### config.mk
export PLATFORM = sky130hd
export DESIGN_NAME = uart_cmd_parser
export DESIGN_NICKNAME = d
export VERILOG_FILES = /design/src/rtl/uart_pkg.sv /design/src/rtl/cmd_payload_buf.sv /design/src/rtl/uart_cmd_parser.sv
export SDC_FILE = /design/constraint.sdc
export NUM_CORES = 1
export LEC_CHECK = 0
export ABC_CLOCK_PERIOD_IN_PS = 11200
export BUFFER_PORTS_ARGS = -buffer_cell sky130_fd_sc_hd__buf_2
export CORE_MARGIN = 1
export CORE_UTILIZATION = 28
export CTS_CLUSTER_SIZE = 40
export DETAILED_ROUTE_END_ITERATION = 16
export RECOVER_POWER = 100
export SETUP_SLACK_MARGIN = 0.5
export SLEW_MARGIN = 20
export SYNTH_ARGS = -nofsm -noshare
export SYNTH_HDL_FRONTEND = slang
export SYNTH_HIERARCHICAL = 1
export SYNTH_SLANG_ARGS = --single-unit
### constraint.sdc
create_clock -name clk -period 11.2 [get_ports clk]
set_input_delay 2.8 -clock clk [delete_from_list [all_inputs] [get_ports clk]]
set_output_delay 2.8 -clock clk [all_outputs]
set_load 0.05 [all_outputs]
### src/rtl/uart_pkg.sv
// Shared constants and state encoding for the UART command frame parser.
// Latency: n/a (declarations only).
// Backpressure: n/a (declarations only).
package uart_pkg;

  // Start-of-frame marker that opens every command frame.
  localparam logic [7:0] SOF_DEFAULT = 8'hAA;

  // One 8N1 byte time at 9600 baud from a 50 MHz clock (10 bits x 5208 clk).
  localparam int BYTE_TIME_CYCLES = 52080;

  typedef enum logic [2:0] {
    ST_IDLE,
    ST_CMD,
    ST_LEN,
    ST_PAYLOAD,
    ST_CHK,
    ST_HOLD
  } parser_state_t;

endpackage

### src/rtl/cmd_payload_buf.sv
// Payload storage for one command frame: register array, reset to zero.
// Latency: write lands at the next clk edge; read is combinational.
// Backpressure: none; the parser gates writes while a frame is held.
module cmd_payload_buf #(
  parameter int MAX_LEN = 16,
  parameter int AW      = (MAX_LEN > 1) ? $clog2(MAX_LEN) : 1
) (
  input  logic          clk,
  input  logic          rst,
  input  logic          wr_en,
  input  logic [AW-1:0] wr_addr,
  input  logic [7:0]    wr_data,
  input  logic [AW-1:0] rd_addr,
  output logic [7:0]    rd_data
);

  logic [7:0] mem [MAX_LEN];

  // Byte-wide write port; the whole array clears on reset.
  always_ff @(posedge clk or posedge rst) begin
    if (rst) begin
      for (int i = 0; i < MAX_LEN; i++) mem[i] <= 8'h00;
    end else if (wr_en) begin
      mem[wr_addr] <= wr_data;
    end
  end

  assign rd_data = mem[rd_addr];

endmodule

### src/rtl/uart_cmd_parser.sv
// Parses SOF/CMD/LEN/payload/XOR-checksum frames from a UART byte stream.
// Latency: cmd_valid and error pulses appear one cycle after the deciding byte.
// Backpressure: a held frame blocks parsing; bytes arriving meanwhile are dropped with overrun.
module uart_cmd_parser
  import uart_pkg::*;
#(
  parameter logic [7:0] SOF            = SOF_DEFAULT,
  parameter int         MAX_LEN        = 16,
  parameter int         TIMEOUT_CYCLES = 10 * BYTE_TIME_CYCLES,
  parameter int         LW             = $clog2(MAX_LEN + 1),
  parameter int         AW             = (MAX_LEN > 1) ? $clog2(MAX_LEN) : 1
) (
  input  logic          clk,
  input  logic          rst,
  input  logic [7:0]    rx_data,
  input  logic          rx_valid,
  output logic          cmd_valid,
  input  logic          cmd_ready,
  output logic [7:0]    cmd,
  output logic [LW-1:0] len,
  input  logic [AW-1:0] pl_addr,
  output logic [7:0]    pl_data,
  output logic          err_checksum,
  output logic          err_len,
  output logic          err_timeout,
  output logic          overrun,
  output logic          busy
);

  localparam int         CW        = $clog2(TIMEOUT_CYCLES);
  localparam logic [7:0] MAX_LEN_B = 8'(MAX_LEN);
  localparam logic [CW-1:0] TO_LAST = CW'(TIMEOUT_CYCLES - 1);

  parser_state_t state, state_nxt;
  logic [7:0]    xor_acc;
  logic [LW-1:0] idx;
  logic [CW-1:0] tcnt;
  logic          in_frame;
  logic          timeout_hit;
  logic          buf_we;
  logic          err_checksum_nxt, err_len_nxt, err_timeout_nxt, overrun_nxt;

  // Inter-byte timer only runs while a frame is partially received.
  assign in_frame    = (state == ST_CMD) || (state == ST_LEN) ||
                       (state == ST_PAYLOAD) || (state == ST_CHK);
  // A byte in the final count cycle takes priority over the timeout.
  assign timeout_hit = in_frame && !rx_valid && (tcnt == TO_LAST);

  assign cmd_valid = (state == ST_HOLD);
  assign busy      = (state != ST_IDLE);

  // State register.
  always_ff @(posedge clk or posedge rst) begin
    if (rst) state <= ST_IDLE;
    else     state <= state_nxt;
  end

  // Next-state decode plus the error/overrun pulse requests.
  always_comb begin
    state_nxt        = state;
    buf_we           = 1'b0;
    err_checksum_nxt = 1'b0;
    err_len_nxt      = 1'b0;
    err_timeout_nxt  = 1'b0;
    overrun_nxt      = 1'b0;
    case (state)
      ST_IDLE: if (rx_valid && rx_data == SOF) state_nxt = ST_CMD;
      ST_CMD:  if (rx_valid) state_nxt = ST_LEN;
      ST_LEN: begin
        if (rx_valid) begin
          if (rx_data > MAX_LEN_B) begin
            err_len_nxt = 1'b1;
            state_nxt   = ST_IDLE;
          end else if (rx_data == 8'h00) begin
            state_nxt = ST_CHK;
          end else begin
            state_nxt = ST_PAYLOAD;
          end
        end
      end
      ST_PAYLOAD: begin
        if (rx_valid) begin
          buf_we = 1'b1;
          if ((idx + LW'(1)) == len) state_nxt = ST_CHK;
        end
      end
      ST_CHK: begin
        if (rx_valid) begin
          if (rx_data == xor_acc) begin
            state_nxt = ST_HOLD;
          end else begin
            err_checksum_nxt = 1'b1;
            state_nxt        = ST_IDLE;
          end
        end
      end
      ST_HOLD: begin
        overrun_nxt = rx_valid;
        if (cmd_ready) state_nxt = ST_IDLE;
      end
      default: state_nxt = ST_IDLE;
    endcase
    if (timeout_hit) begin
      err_timeout_nxt = 1'b1;
      state_nxt       = ST_IDLE;
    end
  end

  // Frame fields, running checksum, payload index and single-cycle pulses.
  always_ff @(posedge clk or posedge rst) begin
    if (rst) begin
      cmd          <= 8'h00;
      len          <= '0;
      xor_acc      <= 8'h00;
      idx          <= '0;
      err_checksum <= 1'b0;
      err_len      <= 1'b0;
      err_timeout  <= 1'b0;
      overrun      <= 1'b0;
    end else begin
      err_checksum <= err_checksum_nxt;
      err_len      <= err_len_nxt;
      err_timeout  <= err_timeout_nxt;
      overrun      <= overrun_nxt;
      if (rx_valid) begin
        case (state)
          ST_CMD: begin
            cmd     <= rx_data;
            xor_acc <= rx_data;
          end
          ST_LEN: begin
            if (rx_data <= MAX_LEN_B) begin
              len     <= rx_data[LW-1:0];
              xor_acc <= xor_acc ^ rx_data;
              idx     <= '0;
            end
          end
          ST_PAYLOAD: begin
            xor_acc <= xor_acc ^ rx_data;
            idx     <= idx + LW'(1);
          end
          default: ;
        endcase
      end
    end
  end

  // Inter-byte timer: cleared by any byte and outside a partial frame.
  always_ff @(posedge clk or posedge rst) begin
    if (rst)                     tcnt <= '0;
    else if (rx_valid || !in_frame) tcnt <= '0;
    else                         tcnt <= tcnt + CW'(1);
  end

  cmd_payload_buf #(
    .MAX_LEN (MAX_LEN),
    .AW      (AW)
  ) u_buf (
    .clk     (clk),
    .rst     (rst),
    .wr_en   (buf_we),
    .wr_addr (idx[AW-1:0]),
    .wr_data (rx_data),
    .rd_addr (pl_addr),
    .rd_data (pl_data)
  );

endmodule

==> run_results.csv, run 1 <==
group,metric,value,unit
global_routing,grt_start_max_net_pins,76,
drt,dr.first_iter.drc_count,247,
final_layout,drive_gt1_frac,0.305,
pwr,seqPwrFrac,0.444,
cts,clock-sinks,180,
setup_path,reg2reg_depth,5,
sta,finalCriticalPeriod,7580,ps
final_layout,design.final.nets,678,
sta,post_layout_worst_setup_margin,3620,ps
sta,final_hold_viols,0,
yosys,async_flop_share,1.00,
pwr,netSwitchingFraction,0.339,
yosys,synth_enable_flop_cells,0,
sta,finalSetupViolations,0,
placement,gp_congestion,0.744,
setup_path,worstPathCellList,"clkbuf_1, clkinvlp_2, clkbuf_1",
cts,clkTransAtPathRegs,70,ps
pwr,intPower,1.34,mW
pwr,share_comb_of_total_power,0.260,
placement,place_worst_setup_slack,3750,ps
global_routing,first_pass_grt_wire_length,31100,um
global_routing,globalRouteTotalUtil,0.131,
setup_path,ws_path_type,"primary input to asynchronous set/reset pin",
setup_path,worst_setup_path_start_kind,"primary input",
pwr,leakage,4.24,nW
yosys,yosys.cell_types.count,62,
cts,numCtsBuffers,17,
drt,wl,19600,um
pwr,clockPowerShare,0.296,
cts,clock_latency_late_sink,430,ps
drt,post_drt_wl_per_cell,18.4,um
pwr,p_sw,689,uW
setup_path,critical_path.most_common_cell,"clkbuf_1",
floorplanning,design.core.area,0.0305,mm^2
floorplanning,placement_rows,64,
flow_run,drv.max_cap_violation_count,7,
cts,post_cts_hold_buffer_count,0,
pwr,vdd.ir_drop.worst,0.0000993,V
yosys,netlist_area,0.00867,mm^2
drt,drc_errors,0,
pwr,cellPowerDensity,211,mW/mm^2
setup_path,worst_setup_path_end_kind,"asynchronous set/reset pin",
sta,setup_total_negative_slack,0,ps
cts,post_cts_resize_count,0,
drt,post_drt_via_cell_ratio,4.88,
pwr,design_power_total,2.03,mW
final_layout,antenna_fix_cells,0,
sta,crit_share_post_route,0.677,
yosys,synth_commonest_cells,"dfrtp_1, mux2_2, mux4_2",
worst_hold_path,hp-class,"flop to flop",
yosys,synth_top_cells_by_area,"dfrtp_1, mux2_2, mux4_2",
setup_path,worstPathArrival,7210,ps
drt,drt-pass1-iter-count,4,
cts,tritoncts,"built",
yosys,synth.largest_area_cell,"dfrtp_1",
final_layout,final_area,0.00962,mm^2
yosys,mappedNetlistNets,651,
final_layout,fin_util,0.315,
setup_path,cp_num_buf_inv,3,
drt,routed-via-count,5207,
global_routing,antenna_violations_before_repair,0,
floorplanning,initial_utilization,0.284,
sta,rsz0062_at_grt,"no",
setup_path,crit_slowest_cell,"clkbuf_1",
sta,fmax,0.132,GHz
outcome,status,"finished, violations left",
placement,place.port_buffers,42,
cts,clock_tree.htree_level_count,4,
yosys,synth_warnings,6,
sta,drv_slew,216,
yosys,synth_flop_cell,"dfrtp_1",
global_routing,via_count_of_the_first_global_routing_pass,5257,
setup_path,path_depth,3,
floorplanning,top_level_ports,43,
placement,dpl_cell_area,0.00923,mm^2
cts,clock-root-buffer,"clkbuf_16",
sta,relSlewSlack,-1.60,
setup_path,required,10830,ps
yosys,synthesized_instance_count,633,
floorplanning,floorplan.die.height,178,um
floorplanning,die_width,178,um
yosys,ys_seq_area_frac,0.519,
worst_hold_path,hold-path-cell-count,1,
setup_path,critPathMaxStageDelay,2840,ps
sta,worst-slew-pin-transition,3910,ps
setup_path,timing.critical_path.max_delay_family,"buffers and inverters",
placement,dp_hpwl,12500,um
cts,buffer_levels_on_the_longest_clock_path,2,
yosys,synth.ff_latch_count,180,
drt,route.antenna.remaining_nets,0,
global_routing,grt_overflow_total,0,
yosys,synth.avg_cell_area,13.7,um^2
cts,post-cts-setup-buffers,0,
floorplanning,die_area,0.0317,mm^2
outcome,violated_checks,"max-capacitance violations, max-slew violations",
sta,fin_skew,14.2,ps
setup_path,timing.critical_path.fanout_max,75,
yosys,synth.most_common_cell,"dfrtp_1",
final_layout,syn2layout_area_growth,11.0,%
yosys,synth_largest_type_area_fraction,0.519,
## flip-flops by register name (all words and copies together) (netlist names)
signal,flops
len,5
err_timeout,1
overrun,1
err_len,1
xor_acc,8
state,3
tcnt,19
u_buf/mem,128
cmd,8
idx,5
err_checksum,1
## path summary, 6_finish.rpt
check / start / end / slack, ps
min in group asynchronous: rst / cmd[0] / 2310
max: rst / u_buf/mem[84] / 3620
min reg2reg: tcnt[0] / tcnt[0] / 500
max in group clk: pl_addr[0] / pl_data[1] / 3700
min: tcnt[0] / tcnt[0] / 500
max reg2reg: state[0] / u_buf/mem[94] / 7120
## kinds of logic after synthesis
logic type,synth area share
adders and majority gates,0.00289
DFF,0.519
buffers and inverters,0.0238
and+or+nand+nor,0.0912
muxes,0.274
AOI/OAI and AO/OA,0.0558
xor gates and xnor gates,0.0326
## layer usage
metal / global-route usage / share of wire / vias to the layer above
li1: - / - / 2380
met1: 0.184 / 0.48 / 2739
met2: 0.208 / 0.48 / 78
met3: 0.0177 / 0.033 / 10
met4: 0.0395 / 0.010 / 0
met5: 0 / 0 / -
## placed cells by master, fill, tap and decap left out, drive strengths merged, types with 4 or more instances in the layout
cell type	instances
nor2b	7
xnor2	18
o21ai	14
mux2	141
nand2b	4
nand2	25
nand4	7
mux4	32
inv	13
dfrtp	180
buf	14
nor4b	4
or2	8
a22oi	16
nand3	12
a21boi	8
xor2	9
clkbuf	50
nor3	8
nor2	22
a21oi	24
or3	9
## through the flow
step | hold slack [ps] | std cells
global placement | 483 | 1037
CTS | 494 | 1068
floorplan | 455 | 633
global route | 510 | 1068
detailed placement | 485 | 1037
finish | 496 | 1068
## layout make-up
class | count | area [um^2]
Inverter | 8 | 31.3
Timing Repair Buffer | 45 | 189
Multi-Input combinational cell | 408 | 3830
Tap cell | 396 | 495
Clock inverter | 12 | 144
Sequential cell | 180 | 4500
Clock buffer | 19 | 433
Fill cell | 3026 | 20900
## power groups by stage
stage | Combinational [mW] | Clock [mW] | Sequential [mW]
final | 0.528 | 0.600 | 0.902
after global routing | 0.577 | 0.641 | 0.922
after detailed placement | 0.575 | 0 | 0.916
after CTS | 0.576 | 0.617 | 0.905
after floorplan | 0.411 | 0 | 0.951
after global placement | 0.566 | 0 | 0.913
## worst reg2reg max path, cell delays in order (launching register included)
cell and delay [ps]:
dfrtp_1 700, nand3_1 290, inv_1 290, nand2b_1 150, nor4b_1 2060, mux2_2 470
Note: power is estimated with default switching activity, not from simulation.
==> run 2: changes to the inputs <==
ABC_AREA = 1   (was unset)
ABC_CLOCK_PERIOD_IN_PS = 7600   (was 11200)
clock period = 7.6 ns   (was 11.2 ns; I/O delays follow)
==> run 2 against run 1 <==
Net effect: the flow still finishes with violations (max-capacitance violations, max-slew violations); final cell count increased by 55%; first-iteration DRC count rose to 3.2 times the previous value; routed wire length increased by 26%; worst hold slack worse by 12 ps; utilization grew 0.058 points; critical path type is now primary input to output port; critical endpoint is now pl_data[1].
==> run_results.csv, run 2 <==
group,metric,value,unit
floorplanning,placement_rows,65,
global_routing,globalRouteTotalUtil,0.154,
setup_path,reg2reg_depth,8,
sta,final_hold_viols,0,
setup_path,regToRegStartpoint,"state[2]",
pwr,seqPwrFrac,0.436,
final_layout,largest_registers_ranked_by_flip_flop_count,"u_buf/mem: 128 flops, tcnt: 19 flops",
cts,clock-sinks,180,
flow_run,drv.max_cap_violation_count,4,
final_layout,largest_reg_flops,128,
drt,route.antenna.remaining_nets,0,
global_routing,antenna_violations_before_repair,0,
cts,post_cts_resize_count,0,
cts,clock_tree.htree_level_count,4,
yosys,ys_seq_area_frac,0.490,
yosys,netlist_area,0.00920,mm^2
final_layout,area_of_combinational_cells_with_multiple_inputs,0.00362,mm^2
yosys,synth.avg_cell_area,7.68,um^2
placement,dpl_cell_area,0.00970,mm^2
yosys,synth.ff_latch_count,180,
placement,place_worst_setup_slack,1840,ps
setup_path,timing.critical_path.fanout_max,33,
yosys,synthesized_instance_count,1197,
sta,drv_slew,201,
drt,post_drt_wl_per_cell,14.9,um
floorplanning,floorplan.die.height,183,um
final_layout,fill_cells,3413,
yosys,synth_largest_type_area_fraction,0.490,
cts,buffer_levels_on_the_longest_clock_path,2,
cts,numCtsBuffers,17,
final_layout,final_common_cell,"nand2_1",
final_layout,final-seq-area,0.00450,mm^2
placement,dp_hpwl,16800,um
global_routing,grt_start_max_net_pins,75,
pwr,intPower,1.95,mW
setup_path,worst_setup_path_end_kind,"output port",
setup_path,ws_path_type,"primary input to output port",
placement,gp_congestion,0.890,
yosys,synth_flop_cell,"dfrtp_1",
pwr,clockPowerShare,0.272,
cts,clock-root-buffer,"clkbuf_16",
setup_path,worst_setup_path_start_kind,"primary input",
worst_hold_path,sink_of_the_worst_hold_path,"u_buf/mem[70]",
cts,post_cts_hold_buffer_count,0,
pwr,leakage,4.69,nW
drt,drt-pass1-iter-count,6,
sta,relSlewSlack,-0.910,
sta,finalCriticalPeriod,5960,ps
setup_path,required,5700,ps
floorplanning,initial_utilization,0.288,
sta,crit_share_post_route,0.784,
drt,post_drt_via_cell_ratio,4.70,
pwr,cellPowerDensity,312,mW/mm^2
drt,wl,24700,um
pwr,netSwitchingFraction,0.381,
yosys,mappedNetlistNets,1215,
yosys,synth_enable_flop_cells,0,
sta,fmax,0.168,GHz
yosys,synth.most_common_cell,"nand2_1",
setup_path,worstPathArrival,4060,ps
global_routing,grt_overflow_total,0,
sta,rsz0062_at_grt,"no",
worst_hold_path,hold-path-cell-count,2,
cts,post-cts-setup-buffers,0,
global_routing,via_count_of_the_first_global_routing_pass,7353,
yosys,synth.largest_area_cell,"dfrtp_1",
cts,clkTransAtPathRegs,60,ps
placement,placed_cells,1623,
final_layout,drive_gt1_frac,0.0574,
floorplanning,top_level_ports,43,
worst_hold_path,start_point_of_the_worst_hold_path,"u_buf/mem[70]",
final_layout,design.final.nets,1225,
sta,post_layout_worst_setup_margin,1640,ps
yosys,synth_commonest_cells,"nand2_1, dfrtp_1, inv_1",
setup_path,critical_path.reg2reg.endpoint,"u_buf/mem[51]",
floorplanning,die_width,183,um
floorplanning,die_area,0.0336,mm^2
final_layout,fin_util,0.316,
yosys,yosys.cell_types.count,43,
global_routing,first_pass_grt_wire_length,39900,um
yosys,async_flop_share,1.00,
outcome,violated_checks,"max-capacitance violations, max-slew violations",
final_layout,top_register_by_number_of_flip_flops,"u_buf/mem",
pwr,vdd.ir_drop.worst,0.000152,V
yosys,synth_warnings,6,
drt,dr.first_iter.drc_count,802,
final_layout,final_area,0.0101,mm^2
final_layout,most-common-layout-cells,"nand2_1, dfrtp_1, inv_1",
final_layout,final_cells,1655,
cts,tritoncts,"built",
sta,worst-slew-pin-transition,2860,ps
floorplanning,design.core.area,0.0320,mm^2
yosys,synth_top_cells_by_area,"dfrtp_1, nand2_1, o21ai_0",
drt,routed-via-count,7785,
pwr,p_sw,1.20,mW
outcome,status,"finished, violations left",
drt,drc_errors,0,
final_layout,antenna_fix_cells,0,
pwr,share_comb_of_total_power,0.293,
final_layout,syn2layout_area_growth,9.84,%
cts,clock_latency_late_sink,450,ps
setup_path,regToRegSetupSlack,4220,ps
placement,place.port_buffers,42,
worst_hold_path,hp-class,"flop to flop",
sta,setup_total_negative_slack,0,ps
sta,fin_skew,13.1,ps
sta,finalSetupViolations,0,
-- run 2: changes by cell type in the layout (fill, tap and decap cells not counted), moves of 10 or more --
cell / before / now
o21ai_0: 13 / 157
mux2_1: 19 / 0
mux4_2: 32 / 0
xnor2_1: 18 / 8
nor2_1: 22 / 52
inv_1: 7 / 173
nand2_1: 25 / 347
mux2_2: 122 / 0
nand3_1: 12 / 130
a21oi_1: 24 / 9
a22oi_1: 16 / 0
-- run 2: worst max-delay path by stage --
stage                           from            to  slack, ps  cells past startpoint
final                     pl_addr[1]    pl_data[1]       1640                      7
after global routing      pl_addr[1]    pl_data[0]       1490                      7
after CTS                 pl_addr[1]    pl_data[1]       1830                      7
after detailed placement  pl_addr[1]    pl_data[1]       1840                      7
after global placement    pl_addr[1]    pl_data[3]       1900                      7
after floorplan                  rst  u_buf/mem[0]       2290                      1
-- run 2: cells by family after synthesis --
group	synth area share
compound gates	0.115
xor+xnor	0.0105
fa+ha+maj	0.00272
buf+inv	0.105
flops	0.490
simple gates	0.277
-- run 2: final cells by class --
type,instances,share of cell area
inverter,182,0.0679
clock buffer,19,0.0429
clock inverter,13,0.0124
timing repair buffer,45,0.0190
multi-input combinational,781,0.358
sequential,180,0.446
tap,435,0.0539
-- run 2: per-stage QoR --
step / total power [mW] / hold slack [ps]
floorplan: 2.11 / 445
global placement: 2.33 / 459
detailed placement: 2.35 / 471
CTS: 3.22 / 489
global route: 3.37 / 493
finish: 3.15 / 484
-- run 2: power by group through the flow --
stage | clock network, mW | logic, mW | registers [mW]
4_1_cts | 0.881 | 0.963 | 1.38
3_5_place_dp | 0 | 0.957 | 1.39
3_3_place_gp | 0 | 0.941 | 1.39
2_1_floorplan | 0 | 0.650 | 1.46
6_report | 0.857 | 0.923 | 1.37
5_1_grt | 0.918 | 1.05 | 1.41
-- run 2: critical path, cell delays in order --
cell and delay, ps:
buf_2 340, inv_1 820, nand3_1 170, nand3_1 130, nand3_1 80, nand2_1 110
clkbuf_1 490
-- run 2: per-layer routing --
metal,GRT usage,share of wire,vias to the layer above
met5,0,0,-
met4,0.0637,0.025,0
met3,0.0306,0.061,41
met2,0.243,0.46,223
met1,0.205,0.45,3713
li1,-,-,3808
